--- src/rtl/uart_pkg.sv ---
// Shared UART definitions: frame FSM states, FIFO geometry, LCR field layout.
package uart_pkg;

    typedef enum logic [2:0] {
        IDLE,
        START,
        DATA,
        PARITY,
        STOP
    } uart_state_e;

    localparam int unsigned FIFO_DEPTH = 16;
    localparam int unsigned FIFO_AW    = $clog2(FIFO_DEPTH);
    localparam int unsigned FIFO_CW    = FIFO_AW + 1;
    localparam int unsigned FIFO_W     = 11;

    // LCR bit positions
    localparam int unsigned LCR_WLS_LSB = 0;
    localparam int unsigned LCR_PEN     = 3;
    localparam int unsigned LCR_EPS     = 4;
    localparam int unsigned LCR_STICK   = 5;

    typedef struct packed {
        logic       stick;
        logic       eps;
        logic       pen;
        logic [1:0] wls;
    } lcr_t;

    function automatic lcr_t lcr_decode(input logic [7:0] lcr);
        lcr_t f;
        f.wls   = lcr[LCR_WLS_LSB +: 2];
        f.pen   = lcr[LCR_PEN];
        f.eps   = lcr[LCR_EPS];
        f.stick = lcr[LCR_STICK];
        return f;
    endfunction

    // Parity bit a correct frame carries; unused upper data bits are zero.
    function automatic logic parity_expected(input logic [7:0] d, input lcr_t f);
        if (f.stick) return ~f.eps;
        if (f.eps)   return ^d;
        return ~^d;
    endfunction

endpackage

--- src/rtl/uart_rx_fifo.sv ---
// Receive FIFO: 16 x {bi,fe,pe,data[7:0]} with a registered head output.
module uart_rx_fifo
    import uart_pkg::*;
(
    input  logic              clk_i,
    input  logic              rst_ni,
    input  logic              push_i,
    input  logic              pop_i,
    input  logic [FIFO_W-1:0] data_i,
    output logic [FIFO_W-1:0] data_o,
    output logic              empty_o,
    output logic              full_o,
    output logic [FIFO_CW-1:0] count_o
);

    logic [FIFO_W-1:0]  mem_q [FIFO_DEPTH];
    logic [FIFO_AW-1:0] wr_ptr_q, rd_ptr_q;
    logic [FIFO_CW-1:0] count_q, count_d;
    logic [FIFO_W-1:0]  head_q;
    logic               do_push, do_pop;

    assign empty_o = (count_q == '0);
    assign full_o  = (count_q == FIFO_CW'(FIFO_DEPTH));
    assign count_o = count_q;
    assign data_o  = head_q;

    assign do_pop  = pop_i && !empty_o;
    assign do_push = push_i && (!full_o || do_pop);

    // Occupancy follows the accepted push/pop pair.
    always_comb begin
        count_d = count_q;
        case ({do_push, do_pop})
            2'b10:   count_d = count_q + 1'b1;
            2'b01:   count_d = count_q - 1'b1;
            default: count_d = count_q;
        endcase
    end

    // Storage array, written on accepted push only.
    always_ff @(posedge clk_i) begin
        if (do_push) mem_q[wr_ptr_q] <= data_i;
    end

    // Pointers, count and the head register; the head holds while empty.
    always_ff @(posedge clk_i or negedge rst_ni) begin
        if (!rst_ni) begin
            wr_ptr_q <= '0;
            rd_ptr_q <= '0;
            count_q  <= '0;
            head_q   <= '0;
        end else begin
            if (do_push) wr_ptr_q <= wr_ptr_q + 1'b1;
            if (do_pop)  rd_ptr_q <= rd_ptr_q + 1'b1;
            count_q <= count_d;
            if (count_q != '0) head_q <= mem_q[rd_ptr_q];
        end
    end

endmodule

--- src/rtl/uart_rx.sv ---
// UART receiver: 16x oversampled frame FSM feeding a 16-entry status FIFO.
module uart_rx
    import uart_pkg::*;
#(
    parameter int unsigned SAMPLE_POINT = 7
) (
    input  logic       PCLK,
    input  logic       PRESETn,
    input  logic       RXD,
    input  logic [7:0] LCR,
    input  logic       enable,
    input  logic       rx_fifo_pop,
    output logic [7:0] rx_fifo_data,
    output logic       rx_pe,
    output logic       rx_fe,
    output logic       rx_bi,
    output logic       rx_fifo_empty,
    output logic       rx_fifo_full,
    output logic [4:0] rx_fifo_count,
    output logic       rx_overrun,
    output logic       busy
);

    uart_state_e  state_q, state_d;
    logic [3:0]   cnt_q, cnt_d;
    logic [2:0]   idx_q, idx_d;
    logic [7:0]   shift_q, shift_d;
    lcr_t         lcr_q, lcr_d;
    logic         par_bit_q, par_bit_d;
    logic         pe_q, pe_d;
    logic         rxd_meta_q, rxd_sync_q;
    logic         overrun_q;
    logic         push;
    logic [FIFO_W-1:0] push_data, head;
    logic         at_sample, at_end, rxd, fe, bi;
    logic         unused_lcr;

    assign unused_lcr = ^{LCR[7:6], LCR[2]};
    assign rxd        = rxd_sync_q;
    assign at_sample  = (cnt_q == 4'(SAMPLE_POINT));
    assign at_end     = (cnt_q == 4'hF);
    assign busy       = (state_q != IDLE);

    // Two-flop synchronizer for the asynchronous serial line, idles high.
    always_ff @(posedge PCLK or negedge PRESETn) begin
        if (!PRESETn) begin
            rxd_meta_q <= 1'b1;
            rxd_sync_q <= 1'b1;
        end else begin
            rxd_meta_q <= RXD;
            rxd_sync_q <= rxd_meta_q;
        end
    end

    // Frame FSM state and datapath registers.
    always_ff @(posedge PCLK or negedge PRESETn) begin
        if (!PRESETn) begin
            state_q   <= IDLE;
            cnt_q     <= '0;
            idx_q     <= '0;
            shift_q   <= '0;
            lcr_q     <= '0;
            par_bit_q <= 1'b0;
            pe_q      <= 1'b0;
        end else begin
            state_q   <= state_d;
            cnt_q     <= cnt_d;
            idx_q     <= idx_d;
            shift_q   <= shift_d;
            lcr_q     <= lcr_d;
            par_bit_q <= par_bit_d;
            pe_q      <= pe_d;
        end
    end

    // Next-state and push generation; everything advances only on enable.
    always_comb begin
        state_d   = state_q;
        cnt_d     = cnt_q;
        idx_d     = idx_q;
        shift_d   = shift_q;
        lcr_d     = lcr_q;
        par_bit_d = par_bit_q;
        pe_d      = pe_q;
        push      = 1'b0;
        fe        = !rxd;
        bi        = fe && (shift_q == '0) && !(lcr_q.pen && par_bit_q);
        push_data = {bi, fe, pe_q, shift_q};
        if (enable) begin
            cnt_d = cnt_q + 1'b1;
            case (state_q)
                IDLE: begin
                    cnt_d = '0;
                    if (!rxd) begin
                        state_d   = START;
                        cnt_d     = 4'd1;
                        idx_d     = '0;
                        shift_d   = '0;
                        lcr_d     = lcr_decode(LCR);
                        par_bit_d = 1'b0;
                        pe_d      = 1'b0;
                    end
                end
                START: begin
                    if (at_sample && rxd) begin
                        state_d = IDLE;
                        cnt_d   = '0;
                    end else if (at_end) begin
                        state_d = DATA;
                        idx_d   = '0;
                    end
                end
                DATA: begin
                    if (at_sample) shift_d[idx_q] = rxd;
                    if (at_end) begin
                        if (idx_q == {1'b1, lcr_q.wls}) state_d = lcr_q.pen ? PARITY : STOP;
                        else                            idx_d   = idx_q + 1'b1;
                    end
                end
                PARITY: begin
                    if (at_sample) begin
                        par_bit_d = rxd;
                        pe_d      = (rxd != parity_expected(shift_q, lcr_q));
                    end
                    if (at_end) state_d = STOP;
                end
                STOP: begin
                    if (at_sample) begin
                        push    = 1'b1;
                        state_d = IDLE;
                        cnt_d   = '0;
                    end
                end
                default: begin
                    state_d = IDLE;
                    cnt_d   = '0;
                end
            endcase
        end
    end

    // Sticky overrun: set on a dropped push, cleared by any pop.
    always_ff @(posedge PCLK or negedge PRESETn) begin
        if (!PRESETn)                                   overrun_q <= 1'b0;
        else if (push && rx_fifo_full && !rx_fifo_pop)  overrun_q <= 1'b1;
        else if (rx_fifo_pop)                           overrun_q <= 1'b0;
    end

    uart_rx_fifo u_fifo (
        .clk_i   (PCLK),
        .rst_ni  (PRESETn),
        .push_i  (push),
        .pop_i   (rx_fifo_pop),
        .data_i  (push_data),
        .data_o  (head),
        .empty_o (rx_fifo_empty),
        .full_o  (rx_fifo_full),
        .count_o (rx_fifo_count)
    );

    assign rx_fifo_data = head[7:0];
    assign rx_pe        = head[8];
    assign rx_fe        = head[9];
    assign rx_bi        = head[10];
    assign rx_overrun   = overrun_q;

endmodule

--- config.mk ---
export PLATFORM = sky130hd
export DESIGN_NAME = uart_rx
export DESIGN_NICKNAME = d
export VERILOG_FILES = /design/src/rtl/uart_pkg.sv /design/src/rtl/uart_rx_fifo.sv /design/src/rtl/uart_rx.sv
export SDC_FILE = /design/constraint.sdc
export NUM_CORES = 1
export LEC_CHECK = 0
export ABC_AREA = 1
export CORE_ASPECT_RATIO = 2
export CORE_MARGIN = 2
export CORE_UTILIZATION = 33
export DETAILED_ROUTE_END_ITERATION = 10
export MAX_ROUTING_LAYER = met4
export RECOVER_POWER = 25
export SETUP_SLACK_MARGIN = 0.05
export SKIP_CTS_REPAIR_TIMING = 1
export SLEW_MARGIN = 20
export SYNTH_ARGS = -nofsm -noshare
export SYNTH_HDL_FRONTEND = slang
export SYNTH_SLANG_ARGS = --single-unit
--- constraint.sdc ---
create_clock -name PCLK -period 3.8 [get_ports PCLK]
set_input_delay 0.38 -clock PCLK [delete_from_list [all_inputs] [get_ports PCLK]]
set_output_delay 0.38 -clock PCLK [all_outputs]
set_load 0.005 [all_outputs]
### After elaboration in Yosys (flattened, before gate mapping)

Memories as Yosys holds them, arrays and structs flattened. A register that Yosys moved wholly into a read port is not among the register bits.
Index checks and enable logic that the tools add are counted.

| word-level totals | value |
|---|---|
| logic and storage cells | 137 |
| memories kept | 1 |
| bits in writable memories | 176 |
| input bits | 13 |
| register bits after elaboration | 41 |

Memory list:

| name | words | bits a word | read ports | clocked after memory_dff | write ports | line | text |
|---|---|---|---|---|---|---|---|
| u_fifo.mem_q | 16 | 11 | 1 | 1 | 1 | uart_rx_fifo.sv:16 | `logic [FIFO_W-1:0] mem_q [FIFO_DEPTH];` |

| cells by class | value |
|---|---|
| reductions and logical operators | 34 |
| bitwise operators | 2 |
| multiplexer cells | 54 |
| add/subtract/negate cells | 6 |
| magnitude comparators | 2 |
| eq/ne operators | 22 |

Operators with widths:

| kind | count |
|---|---|
| 3-bit 2-to-1 mux | 13 |
| 1-bit 2-to-1 mux | 28 |
| 2-bit inequality test, second input constant | 10 |
| 8-bit 2-to-1 mux | 2 |
| 4-bit case mux with 4 select lines | 1 |
| 8-bit case mux with 2 select lines | 1 |
| 3-bit case mux with 5 select lines | 1 |
| 7-bit AND reduction | 2 |
| 4-bit by 1-bit adder with 4-bit output, second input constant | 3 |
| 5-bit case mux with 2 select lines | 1 |
| 1-bit logical AND | 9 |
| 3-bit case mux with 3 select lines | 1 |
| 8-bit bitwise mux | 1 |
| 8-bit zero test | 1 |
| 4-bit 2-to-1 mux | 2 |
| 4-bit AND reduction | 2 |
| 2-bit nonzero test | 4 |
| 8-bit XNOR reduction | 1 |
| 8-bit parity | 1 |
| 3-bit by 2-bit == test with 1-bit output, second input constant | 2 |
| 1-bit zero test | 6 |
| 3-bit nonzero test | 2 |
| 5-bit by 1-bit adder with 5-bit output, second input constant | 1 |
| 5-bit == test, second input constant | 1 |
| other kinds (22) | 24 |

### Longest topological paths before layout

Gate-level depths: netlist of run 1.

| depth | value |
|---|---|
| word-level depth | 16 |
| gate-level depth with buffers | 14 |
| depth with buffers taken out | 14 |

### Hierarchy

From an unflattened synthesis of run 1, not the netlist that was laid out.

| second synthesis, totals | value |
|---|---|
| cells, all modules | 1,044 |
| area total of the unflattened synthesis | 10,321.1 µm² |

By module, submodules not included:

| module | cells each | area an instance (µm²) | instances | seq. area each (µm²) |
|---|---|---|---|---|
| uart_rx_fifo | 804 | 8,534.4 | 1 | 5,885.6 |
| uart_rx | 240 | 1,786.7 | 1 | 703.2 |

### Least setup slack after synthesis of run 1

OpenSTA, ideal clock, no wires.

| timing path | value |
|---|---|
| kind | flip-flop to flip-flop |
| from | register cnt_q[0] |
| to | register u_fifo.count_q[4], in the netlist u_fifo.count_o[4] |
| stages on the path, launching flop included | 15 |
| arrival time | 2,194 ps |
| path buffers | 0 |
| required time | 3,735 ps |
| path slack | 1,541 ps |
| cells stage by stage | dfrtp_1 > ha_1 > nand2_1 > inv_1 > nand2_1 > nor2_1 > nand2_1 > ha_1 > fa_1 > a21oi_1 > nor2_1 > nor2_1 > xor2_1 > nand2_1 > nand2_1 |

| between the ends | value |
|---|---|
| word-level cells in the longest chain between the ends | 7 |
| elaborated cells on any way between the ends | 9 |

RTL lines:

| item | line | text |
|---|---|---|
| start, declared | uart_rx.sv:25 | `logic [3:0] cnt_q, cnt_d;` |
| start signal, assigned | uart_rx.sv:67 | `cnt_q <= cnt_d;` |
| 4-bit by 3-bit == test with 1-bit output (*) | uart_rx.sv:40 | `assign at_sample = (cnt_q == 4'(SAMPLE_POINT));` |
| 1-bit 2-to-1 mux (*) | uart_rx.sv:128 | `if (at_sample) begin` |
| 1-bit 2-to-1 mux (*) | uart_rx.sv:91 | `case (state_q)` |
| 1-bit 2-to-1 mux (*) | uart_rx.sv:89 | `if (enable) begin` |
| 1-bit logical AND (*) | uart_rx_fifo.sv:28 | `assign do_push = push_i && (!full_o \|\| do_pop);` |
| 2-bit by 1-bit == test with 1-bit output / 2-bit == test (equally long branches) | uart_rx_fifo.sv:33 | `case ({do_push, do_pop})` |
| 5-bit case mux with 2 select lines / 2-bit nonzero test (equally long branches) | n/a |  |
| end signal, assigned | uart_rx_fifo.sv:55 | `count_q <= count_d;` |
| end, declared | uart_rx_fifo.sv:18 | `logic [FIFO_CW-1:0] count_q, count_d;` |

Mark *: on every way between the ends. The rest lies on a longest branch, timed or not.
A chain may end at the register's enable or synchronous reset.

### Final worst setup path of run 1

| timing path | value |
|---|---|
| from | register u_fifo.count_q[3], in the netlist u_fifo.count_o[3] |
| to | output port rx_fifo_empty |

| between the ends | value |
|---|---|
| word-level cells in the longest chain between the ends | 1 |

RTL lines:

| item | line | text |
|---|---|---|
| 5-bit zero test | uart_rx_fifo.sv:22 | `assign empty_o = (count_q == '0);` |
| end, declared | uart_rx.sv:17 | `output logic rx_fifo_empty,` |

Every way passes these cells.

==> metrics.md, run 1 <==
| Metric | Value |
|---|---|
| Worst setup path category | `reg2out` |
| DIE AREA | `33,300 um2` |
| Mux contribution to synthesized area | `0%` |
| Routed length per instance | `15.6 um` |
| Compound-Gate Fraction of Synth Area | `1.85%` |
| Fin worst setup slack | `~1.1 ns` |
| TritonCTS clock tree | `yes` |
| Skew-Pair Late Insertion Delay | `0.52 ns` |
| Clock buffer count from CTS | `22` |
| HPWL Detailed | `16,400 um` |
| Worst hold path depth | `0` |
| I/O pin cnt | `33` |
| Slew Viols, Final | `35` |
| Largest net degree at the start of global routing | `a little over 90` |
| Yosys cell types | `33` |
| Avg Cell Area, Syn | `9.53 um2` |
| Initial DRC Count | `390` |
| H-tree depth | `1` |
| Number of synthesized flops with an enable pin | `176` |
| Most common cell after layout, fill and taps aside | `nand2_1` |
| CP max stage cell | `clkdlybuf4s50_1` |
| Sink Count | `228` |
| Yosys reg bits | `228` |
| Final GP Congestion | `approximately 0.84` |
| Lkg Pwr | `0.00530 uW` |
| Arrival time worst endpoint | `2.28 ns` |
| Initial antenna violation count | `0` |
| Total Neg Setup Slack | `0 ns` |
| Main synth FF type | `edfxtp_1` |
| Minimum clock period | `2.66 ns` |
| # setup viols final | `0` |
| FMAX | `about 0.38 GHz` |
| Crit path max fanout | `13` |
| Final Hold Viols | `0` |
| Vias in the first global route | `7,003` |
| Crit path depth | `5` |
| Filler instances | `3,043` |
| CP required | `3.42 ns` |
| CTS Buffer Depth | `3` |
| Total power draw | `just over 8000 uW` |
| GRT Overall Usage | `15.7%` |
| Failing checks | `max-capacitance violations, max-slew violations` |
| Pre-CTS setup slack | `0.900 ns` |
| Global-route wire length before repair | `between 30,000 and 40,000 um` |
| CP endpoint kind | `output pin` |
| Reg2Reg Depth | `14` |
| Crit-path max cell delay | `~0.57 ns` |
| Initial Utilization | `33.3%` |
| Residual DRC | `0` |
| Synthesis-to-finish area growth | `15.1%` |
| Antenna-violating nets left | `0` |
| Reg2reg start | `cnt_q[0]` |
| Post-Route WL | `24,600 um` |
| Synth Cell Area | `10,500 um2` |
| Reg clk slew, reported paths | `0.06 ns` |
| Critical path origin | `u_fifo.count_o[3]` |
| Die width | `between 100 and 150 um` |
| Net Count, Synth | `1,129` |
| Setup Skew | `0.00736 ns` |
| Pwr per Cell Area | `668 nW/um2` |
| Yosys warning count | `0` |
| Congestion Overflow GR | `0` |
| Layout cells sized above 1 | `6.56%` |
| Layout Nets | `1,171` |
| IO buf count | `29` |
| RSZ-0062 raised after global routing | `false` |
| Hold Crit Start | `rxd_meta_q` |
| CP startpoint kind | `flop` |
| Diode count | `0` |
| Crit path cell chain | `nor2_1, nand3_1, buf_4, inv_1, clkdlybuf4s50_1` |
| Tcrit/Tclk final | `70.1%` |
| Post-synthesis instance total | `around 1.1k` |
| Die Y | `256 um` |
| Seq/Total Area, Yosys | `62.9%` |
| Row cnt | `92` |
| Maxcap violations | `1` |
| Core box area | `31,400 um2` |
| TritonRoute pass-1 iters | `5` |
| Post-Synth Simple-Gate Area | `23.9%` |
| Vias/cell | `4.53` |
| Async SR Flop Fraction | `22.8%` |
| Finished Core Util | `38.4%` |
| Via count | `between 7k and 8k` |
| Largest family of logic cells by synthesized area | `simple AND/OR/NAND/NOR gates` |
| Clk root buf | `clkbuf_16` |
| Worst-Margin Slew | `1.89 ns` |
| Most frequent cells in the layout | `nand2_1 (381), edfxtp_1 (176), inv_1 (171)` |
| WP buf/inv | `3` |
| Outcome | `finished with violations` |
| Post-Synth XOR/XNOR Area | `1.17%` |
| Post-Synth Adder-Cell Area | `1.98%` |
| Rel. slew slack | `-26.3%` |
| Peak VDD IR | `0.000444 V` |
| Cell family with most CP delay | `buffers and inverters` |
| Hold Path Class | `reg2reg` |
[per-layer routing]
layer,up-vias,track usage [%],routed length (um)
li1,3601,-,-
met1,3379,15.7,8530
met2,140,29.6,14100
met3,40,1.57,807
met4,0,7.47,1130
met5,-,-,0
[path summary, 6_finish.rpt]
path	end	slack [ns]
min in group asynchronous	shift_q[5]	0.92
worst min register to register	rxd	0.36
worst max-delay path	rx_fifo_empty	1.14
worst min-delay path	rxd	0.36
max in group asynchronous	u_fifo.rd_ptr_q[0]	1.69
worst max register to register	u_fifo.count_o[4]	1.14
[registers in the layout, indices dropped and copies added (netlist names), 3 cells and up]
name and cells:
u_fifo.rd_ptr_q 4, u_fifo.wr_ptr_q 4, u_fifo.mem_q 176, u_fifo.count_o 5, idx_q 3, shift_q 8, cnt_q 4, lcr_q 5
state_q 3, u_fifo.data_o 11
[metrics by stage]
step | hold slack [ns] | cells | area [um2]
after floorplan | 0.0844 | 1100 | 10500
after global placement | 0.346 | 1540 | 11300
after detailed placement | 0.347 | 1540 | 11300
after CTS | -0.0477 | 1580 | 12100
after global routing | 0.369 | 1581 | 12100
final | 0.355 | 1581 | 12100
[synth_stat cells, types with 6 or more instances]
library cell,n,area [um2]
nand2_1,381,1430
edfxtp_1,176,5290
inv_1,171,642
nand3_1,151,756
dfrtp_1,50,1250
nor2_1,31,116
o21ai_0,17,85.1
clkbuf_1,16,60.1
ha_1,15,188
buf_2,14,70.1
a21oi_1,10,50.1
xor2_1,10,87.6
inv_2,8,30.0
buf_1,6,22.5
nor3_1,6,30.0
or2_0,6,37.5
[final cells by class]
| type | instances | area, um2 | share of cell area (%) |
|---|---|---|---|
| clock buffers | 28 | 614 | 5.09 |
| clock inverters | 12 | 121 | 1.01 |
| inverters | 179 | 672 | 5.57 |
| multi-input cells | 653 | 3030 | 25.2 |
| flip-flops and latches | 228 | 6590 | 54.7 |
| well taps | 423 | 529 | 4.39 |
| repair buffers | 58 | 498 | 4.13 |
[cells by family after synthesis]
| family | after synthesis |
|---|---|
| AO/OA/AOI/OAI | 34 |
| flip-flops | 228 |
| buffers and inverters | 219 |
| AND/OR/NAND/NOR | 589 |
| XOR/XNOR | 14 |
| adder cells (fa/ha/maj) | 16 |
[report_power, final]
part           internal [uW]  total, uW  leakage, uW  switching [uW]
logic                    899       2750      0.00262            1850
registers               2910       3100      0.00232             193
clock network           1290       2210     0.000360             916
total                   5090       8060      0.00530            2960
Note: power is estimated with default switching activity, not from simulation.
==> run 2: changes to the inputs <==
Clock period 3.8 ns to 2.53 ns, I/O delays scaled along.
==> run 2 against run 1 <==
Against the previous run: the flow now finishes without violations; non-clock buffer count grew 20; die area is the same; sequential cell count is the same; via count grew 2.4%; global-route usage grew 0.21 points; cell count grew 1.3%; register-to-register slack lost 0.92 ns; total power grew 51%; clock skew grew 0.0024 ns; utilization grew 0.45 points; largest power group unchanged; cell area grew 1.2%.
==> metrics.md, run 2 (synthesis results as in run 1) <==
| Metric | Value |
|---|---|
| Total power draw | `12,200 uW (+51%)` |
| Final Instance Area | `12,200 um2 (+1.2%)` |
| Top reg by flops | `u_fifo.mem_q` |
| CP max stage cell | `clkdlybuf4s50_1` |
| HPWL Detailed | `17,200 um (+4.5%)` |
| # setup viols final | `0 (unchanged)` |
| FMAX | `0.421 GHz` |
| Tightest hold margin | `0.275 ns (-0.0806 ns)` |
| Clock buffer count from CTS | `22 (unchanged)` |
| Largest net degree at the start of global routing | `91 (unchanged)` |
| Vias/cell | `4.58 (+1.1%)` |
| Crit path cell chain | `nor2_1, nand3_1, buf_4, clkinvlp_4, clkdlybuf4s50_1` |
| Total Neg Setup Slack | `0 ns (unchanged)` |
| IO buf count | `29 (unchanged)` |
| Outcome | `completed` |
| Diode count | `0 (unchanged)` |
| Worst-Margin Slew | `1.47 ns (-0.425 ns)` |
| Post-Route WL | `25,200 um (+2.2%)` |
| Maxcap violations | `0 (-1)` |
| Via count | `7,331 (+2.4%)` |
| Clk root buf | `clkbuf_16` |
| Slew Viols, Final | `0 (-100%)` |
| Most common cell after layout, fill and taps aside | `nand2_1` |
| CP required | `2.28 ns (-1.14 ns)` |
| Crit-path max cell delay | `0.50 ns (-0.07 ns)` |
| Arrival time worst endpoint | `2.12 ns (-0.16 ns)` |
| DIE AREA | `33,300 um2 (unchanged)` |
| Die Y | `256 um (unchanged)` |
| Setup Skew | `0.00975 ns (+0.00239 ns)` |
| Final GP Congestion | `0.851 (+1.3%)` |
| Peak VDD IR | `0.000634 V (+43%)` |
| Routed length per instance | `15.7 um (+0.97%)` |
| Core box area | `31,400 um2 (unchanged)` |
| Die width | `130 um (unchanged)` |
| CTS Buffer Depth | `3 (unchanged)` |
| Hold Path Class | `in2reg` |
| H-tree depth | `1 (unchanged)` |
| Initial antenna violation count | `0 (unchanged)` |
| TritonRoute pass-1 iters | `5 (unchanged)` |
| Synthesis-to-finish area growth | `16.4%` |
| Dpl cell area | `11,500 um2 (+1.2%)` |
| Reg clk slew, reported paths | `0.06 ns (about the same)` |
| Pwr per Cell Area | `999 nW/um2 (+49%)` |
| Initial Utilization | `33.3% (unchanged)` |
| Crit path max fanout | `12 (-1)` |
| Global-route wire length before repair | `38,600 um (+0.41%)` |
| Initial DRC Count | `555 (+42%)` |
| I/O pin cnt | `33 (unchanged)` |
| Final Hold Viols | `0 (unchanged)` |
| FF-to-FF setup slack | `0.22 ns (-0.92 ns)` |
| Sink Count | `228 (unchanged)` |
| Residual DRC | `0 (unchanged)` |
| Congestion Overflow GR | `0 (unchanged)` |
| Layout Nets | `1,191 (+1.7%)` |
| Vias in the first global route | `7,283 (+4.0%)` |
| Antenna-violating nets left | `0 (unchanged)` |
| TritonCTS clock tree | `yes` |
| Worst setup path category | `reg2out` |
| Lkg Pwr | `0.00537 uW (+1.3%)` |
| Skew-Pair Late Insertion Delay | `0.52 ns (about the same)` |
| CP startpoint kind | `flop` |
| Row cnt | `92 (unchanged)` |
| Minimum clock period | `2.37 ns` |
| Rel. slew slack | `2.07% (+28 points)` |
| Layout cells sized above 1 | `8.66% (+2.1 points)` |
| CP endpoint kind | `output pin` |
| Max reg flops | `176 (unchanged)` |
| Tcrit/Tclk final | `between 90% and 100%` |
| RSZ-0062 raised after global routing | `false` |
| GRT Overall Usage | `15.9% (+0.21 points)` |
| Most frequent cells in the layout | `nand2_1 (381), edfxtp_1 (176), inv_1 (170)` |
==> run 2: cell types whose count changed in the layout (fill, tap and decap cells not counted), moves of 2 or more <==
cell | previous run | this run
clkinv_1 | 5 | 3
clkinv_2 | 1 | 4
ha_1 | 15 | 13
clkinvlp_4 | 0 | 2
buf_4 | 22 | 40
inv_6 | 1 | 3
==> run 2: report_power, final <==
group / internal (uW) / leakage (uW) / switching (uW)
combinational: 1470 / 0.00270 / 2850
clock: 1810 / 0.000351 / 1420
sequential: 4360 / 0.00232 / 264
==> run 2: layer usage <==
metal / global-route usage [%] / vias to the layer above / share of wire, % / wire (um)
met3: 1.59 / 79 / 4.0 / 1010
li1: - / 3635 / - / -
met2: 29.2 / 199 / 55 / 13900
met4: 10.5 / 0 / 6.4 / 1620
met1: 15.3 / 3418 / 34 / 8600
met5: - / - / 0 / 0
==> run 2: cell type report <==
type                       instances  area [um2]
clock buffer                      26         597
clock inverter                    14         115
fill                            3066       19200
inverter                         179         676
multi-input combinational        653        3050
sequential                       228        6590
tap                              423         529
timing repair buffer              78         641
==> run 2: path summary, 6_finish.rpt <==
| kind | start | endpoint | cells after the start |
|---|---|---|---|
| setup / recovery | u_fifo.count_o[3] | rx_fifo_empty | 5 |
| hold / removal | RXD | rxd_meta_q | 1 |
| setup reg to reg | shift_q[5] | pe_q | 10 |
| hold reg to reg | rxd_meta_q | rxd | 0 |
| max in group asynchronous | PRESETn | u_fifo.rd_ptr_q[0] | 3 |
| min in group asynchronous | PRESETn | lcr_q[2] | 2 |
==> run 2: worst max-delay path: cells and delay by family (launching register included) <==
kind / cells / cell delay (ns)
simple gates: 2 / 0.36
buf+inv: 3 / 0.82
flops: 1 / 0.41
==> run 2: metrics by stage <==
stage          utilization [%]  instances  worst slack (ns)
3_5_place_dp              36.5       1558            0.0907
3_3_place_gp              36.5       1558            0.0806
4_1_cts                   38.8       1598           -0.0881
6_report                  38.8       1601             0.157
2_1_floorplan                -       1100             0.271
5_1_grt                   38.8       1601            0.0581
==> run 3: changes to the inputs <==
Settings changed: GPL_TIMING_DRIVEN set to 0, MAX_ROUTING_LAYER met4 to not set.
==> run 3 against run 2 <==
Against the previous run: combinational power is 3% higher; fmax is 0.92% lower; die area stayed put; clock power is 2% lower; utilization is 0.12 points lower; largest cell class unchanged; largest power group unchanged; clock-buffer cell count is 7 higher; sequential cell count stayed put; wire length is 5.5% higher; clock skew is 0.0027 ns higher; sequential power is 1% higher; critical endpoint is now u_fifo.mem_q[11][2]; cell count is 0.44% lower.
==> metrics.md, run 3 (synthesis results as in run 1) <==
| Metric | Value |
|---|---|
| Row cnt | `92 (unchanged)` |
| Most common cell after layout, fill and taps aside | `nand2_1` |
| Switch Pwr | `4700 uW (+3.6%)` |
| Arrival time worst endpoint | `2.54 ns (+0.42 ns)` |
| Sw Ratio | `38.2% (+0.90 points)` |
| Post-Route WL | `26,500 um (+5.5%)` |
| Finished Layout Cells | `1,594 (-0.44%)` |
| Die Y | `256 um (unchanged)` |
| Crit-path max cell delay | `0.61 ns (+0.11 ns)` |
| Register area | `6590 um2 (about the same)` |
| Worst setup path category | `reg2reg` |
| Congestion Overflow GR | `0 (unchanged)` |
| Footprint of the multi-input gates | `3180 um2 (+4.2%)` |
| DIE AREA | `33,300 um2 (unchanged)` |
| # setup viols final | `0 (unchanged)` |
| Core box area | `31,400 um2 (unchanged)` |
| Max reg flops | `176 (unchanged)` |
| Logic pwr share | `36.1% (+0.6 points)` |
| Reg2reg end | `u_fifo.mem_q[11][2]` |
| Initial DRC Count | `408 (-26%)` |
| Finished Core Util | `38.7% (-0.12 points)` |
| Initial antenna violation count | `0 (unchanged)` |
| Slew Viols, Final | `0 (unchanged)` |
| Reg2Reg Depth | `9 (-1)` |
| Global-route wire length before repair | `40,900 um (+5.8%)` |
| Most frequent cells in the layout | `nand2_1 (379), edfxtp_1 (176), inv_1 (170)` |
| Diode count | `0 (unchanged)` |
| TritonRoute pass-1 iters | `5 (unchanged)` |
| Worst-Margin Slew | `1.40 ns (-0.0701 ns)` |
| CP endpoint kind | `flop` |
| HPWL Detailed | `19,200 um (+12%)` |
| I/O pin cnt | `33 (unchanged)` |
| Worst path most repeated cell | `nand2_1` |
| Via count | `7,371 (+0.55%)` |
| Pwr per Cell Area | `1010 nW/um2 (+1.5%)` |
| Clock buffer count from CTS | `22 (unchanged)` |
| Layout cells sized above 1 | `8.54% (-0.12 points)` |
| CP startpoint kind | `flop` |
| Clk root buf | `clkbuf_16` |
| Die width | `130 um (unchanged)` |
| CP required | `2.68 ns (+0.40 ns)` |
| Skew-Pair Late Insertion Delay | `0.52 ns (about the same)` |
| Largest net degree at the start of global routing | `53 (-42%)` |
| Initial Utilization | `33.3% (unchanged)` |
| Reg2reg start | `cnt_q[0]` |
| Final Hold Viols | `0 (unchanged)` |
| Routed length per instance | `16.7 um (+6.0%)` |
| Final GP Congestion | `0.923 (+8.5%)` |
| TritonCTS clock tree | `yes` |
| RSZ-0062 raised after global routing | `true` |
| IO buf count | `29 (unchanged)` |
| Clock power frac | `25.9% (-0.7 points)` |
| Layout Nets | `1,184 (-0.59%)` |
| GRT Overall Usage | `16.5% (+0.54 points)` |
| Residual DRC | `0 (unchanged)` |
| Vias/cell | `4.62 (+0.99%)` |
| Top reg by flops | `u_fifo.mem_q` |
| Worst Hold End | `rxd_meta_q` |
| H-tree depth | `1 (unchanged)` |
| Vias in the first global route | `7,383 (+1.4%)` |
| Antenna-violating nets left | `0 (unchanged)` |
| Synthesis-to-finish area growth | `16.1%` |
| Filler instances | `3,110 (+1.4%)` |
| Peak VDD IR | `0.000584 V (-7.8%)` |
| Reg clk slew, reported paths | `0.06 ns (about the same)` |
| Hold Crit Start | `RXD` |
| Crit path cell chain | `ha_4, nand2_1, inv_1, nand2_1, nor2_4, nand2_4, inv_2, nand2_1, nor2_2` |
| Sink Count | `228 (unchanged)` |
| Maxcap violations | `0 (unchanged)` |
| CP max stage cell | `nor2_2` |
| Outcome | `completed` |
| Crit path max fanout | `11 (-1)` |
| Reg power frac | `38.1% (about the same)` |
| Hold Path Class | `in2reg` |
| Lkg Pwr | `0.00526 uW (-2.0%)` |
| Tcrit/Tclk final | `94.7% (+0.87 points)` |
| FMAX | `0.417 GHz (-0.92%)` |
| Minimum clock period | `2.40 ns (+0.0221 ns)` |
| Rel. slew slack | `6.74% (+4.7 points)` |
| Internal | `7620 uW (-0.29%)` |
| Total Neg Setup Slack | `0 ns (unchanged)` |
| Placed Cells | `1,553 (-0.32%)` |
| Worst hold path depth | `1 (unchanged)` |
| CTS Buffer Depth | `3 (unchanged)` |
| Setup Skew | `0.0124 ns (+0.00269 ns)` |
| FF-to-FF setup slack | `0.13 ns (-0.09 ns)` |
-- run 3: cell count changes in the layout (fill, tap and decap cells not counted), moves of 2 or more --
| cell | previous run | this run |
|---|---|---|
| buf_4 | 40 | 4 |
| buf_2 | 0 | 14 |
| buf_1 | 0 | 6 |
| clkbuf_1 | 10 | 21 |
| clkinv_1 | 3 | 1 |
| nor2_4 | 3 | 13 |
| buf_6 | 0 | 2 |
| clkbuf_8 | 1 | 4 |
| inv_6 | 3 | 1 |
| nor2_1 | 30 | 12 |
| nand2_1 | 381 | 379 |
| nor2_2 | 1 | 9 |
-- run 3: area by class of cell --
| type | count | share of cell area, % |
|---|---|---|
| buffer | 39 | 1.53 |
| clock buffer | 33 | 5.37 |
| clock inverter | 7 | 0.329 |
| inverter | 179 | 5.55 |
| multi-input combinational | 653 | 26.1 |
| sequential | 228 | 54.2 |
| tap | 423 | 4.35 |
| timing repair buffer | 32 | 2.55 |
-- run 3: worst max-delay path: cells and delay by family (launching register included) --
kind	cells	cell delay, ns
buffers and inverters	2	0.21
AND/OR/NAND/NOR	6	1.22
adder cells (fa/ha/maj)	1	0.16
flip-flops	1	0.42
-- run 3: per-stage QoR --
stage / hold WS [ns] / worst slack [ns] / power (uW) / cell area [um2]
after CTS: -0.194 / -0.437 / 12300 / 12000
after floorplan: -0.0426 / 0.271 / 7420 / 10500
after global routing: 0.292 / -0.0406 / 13000 / 12200
final: 0.275 / 0.135 / 12300 / 12200
after global placement: 0.347 / -0.579 / 9070 / 11300
after detailed placement: 0.349 / -0.554 / 9150 / 11300
-- run 3: layer usage --
metal | up-vias | track usage [%] | wire length (um)
li1 | 3624 | - | -
met1 | 3505 | 16.1 | 9030
met2 | 171 | 31.2 | 14600
met3 | 71 | 1.53 | 902
met4 | 0 | 11.6 | 2020
met5 | - | 0 | 0
-- run 3: power by group through the flow --
| stage | Combinational, uW | Sequential [uW] | Clock, uW |
|---|---|---|---|
| floorplan | 2760 | 4660 | 0 |
| global placement | 4330 | 4740 | 0 |
| detailed placement | 4400 | 4760 | 0 |
| CTS | 4420 | 4680 | 3250 |
| global route | 4920 | 4730 | 3390 |
| finish | 4440 | 4690 | 3190 |
-- run 3: worst max path at each step --
stage / startpoint / to / slack (ns) / cells past startpoint
after global routing: cnt_q[0] / u_fifo.mem_q[10][2] / -0.04 / 9
after global placement: enable / u_fifo.mem_q[8][5] / -0.58 / 7
after CTS: cnt_q[0] / u_fifo.mem_q[7][6] / -0.44 / 9
final: cnt_q[0] / u_fifo.mem_q[11][2] / 0.13 / 9
after floorplan: cnt_q[0] / u_fifo.count_o[4] / 0.27 / 14
after detailed placement: enable / u_fifo.mem_q[7][5] / -0.55 / 7
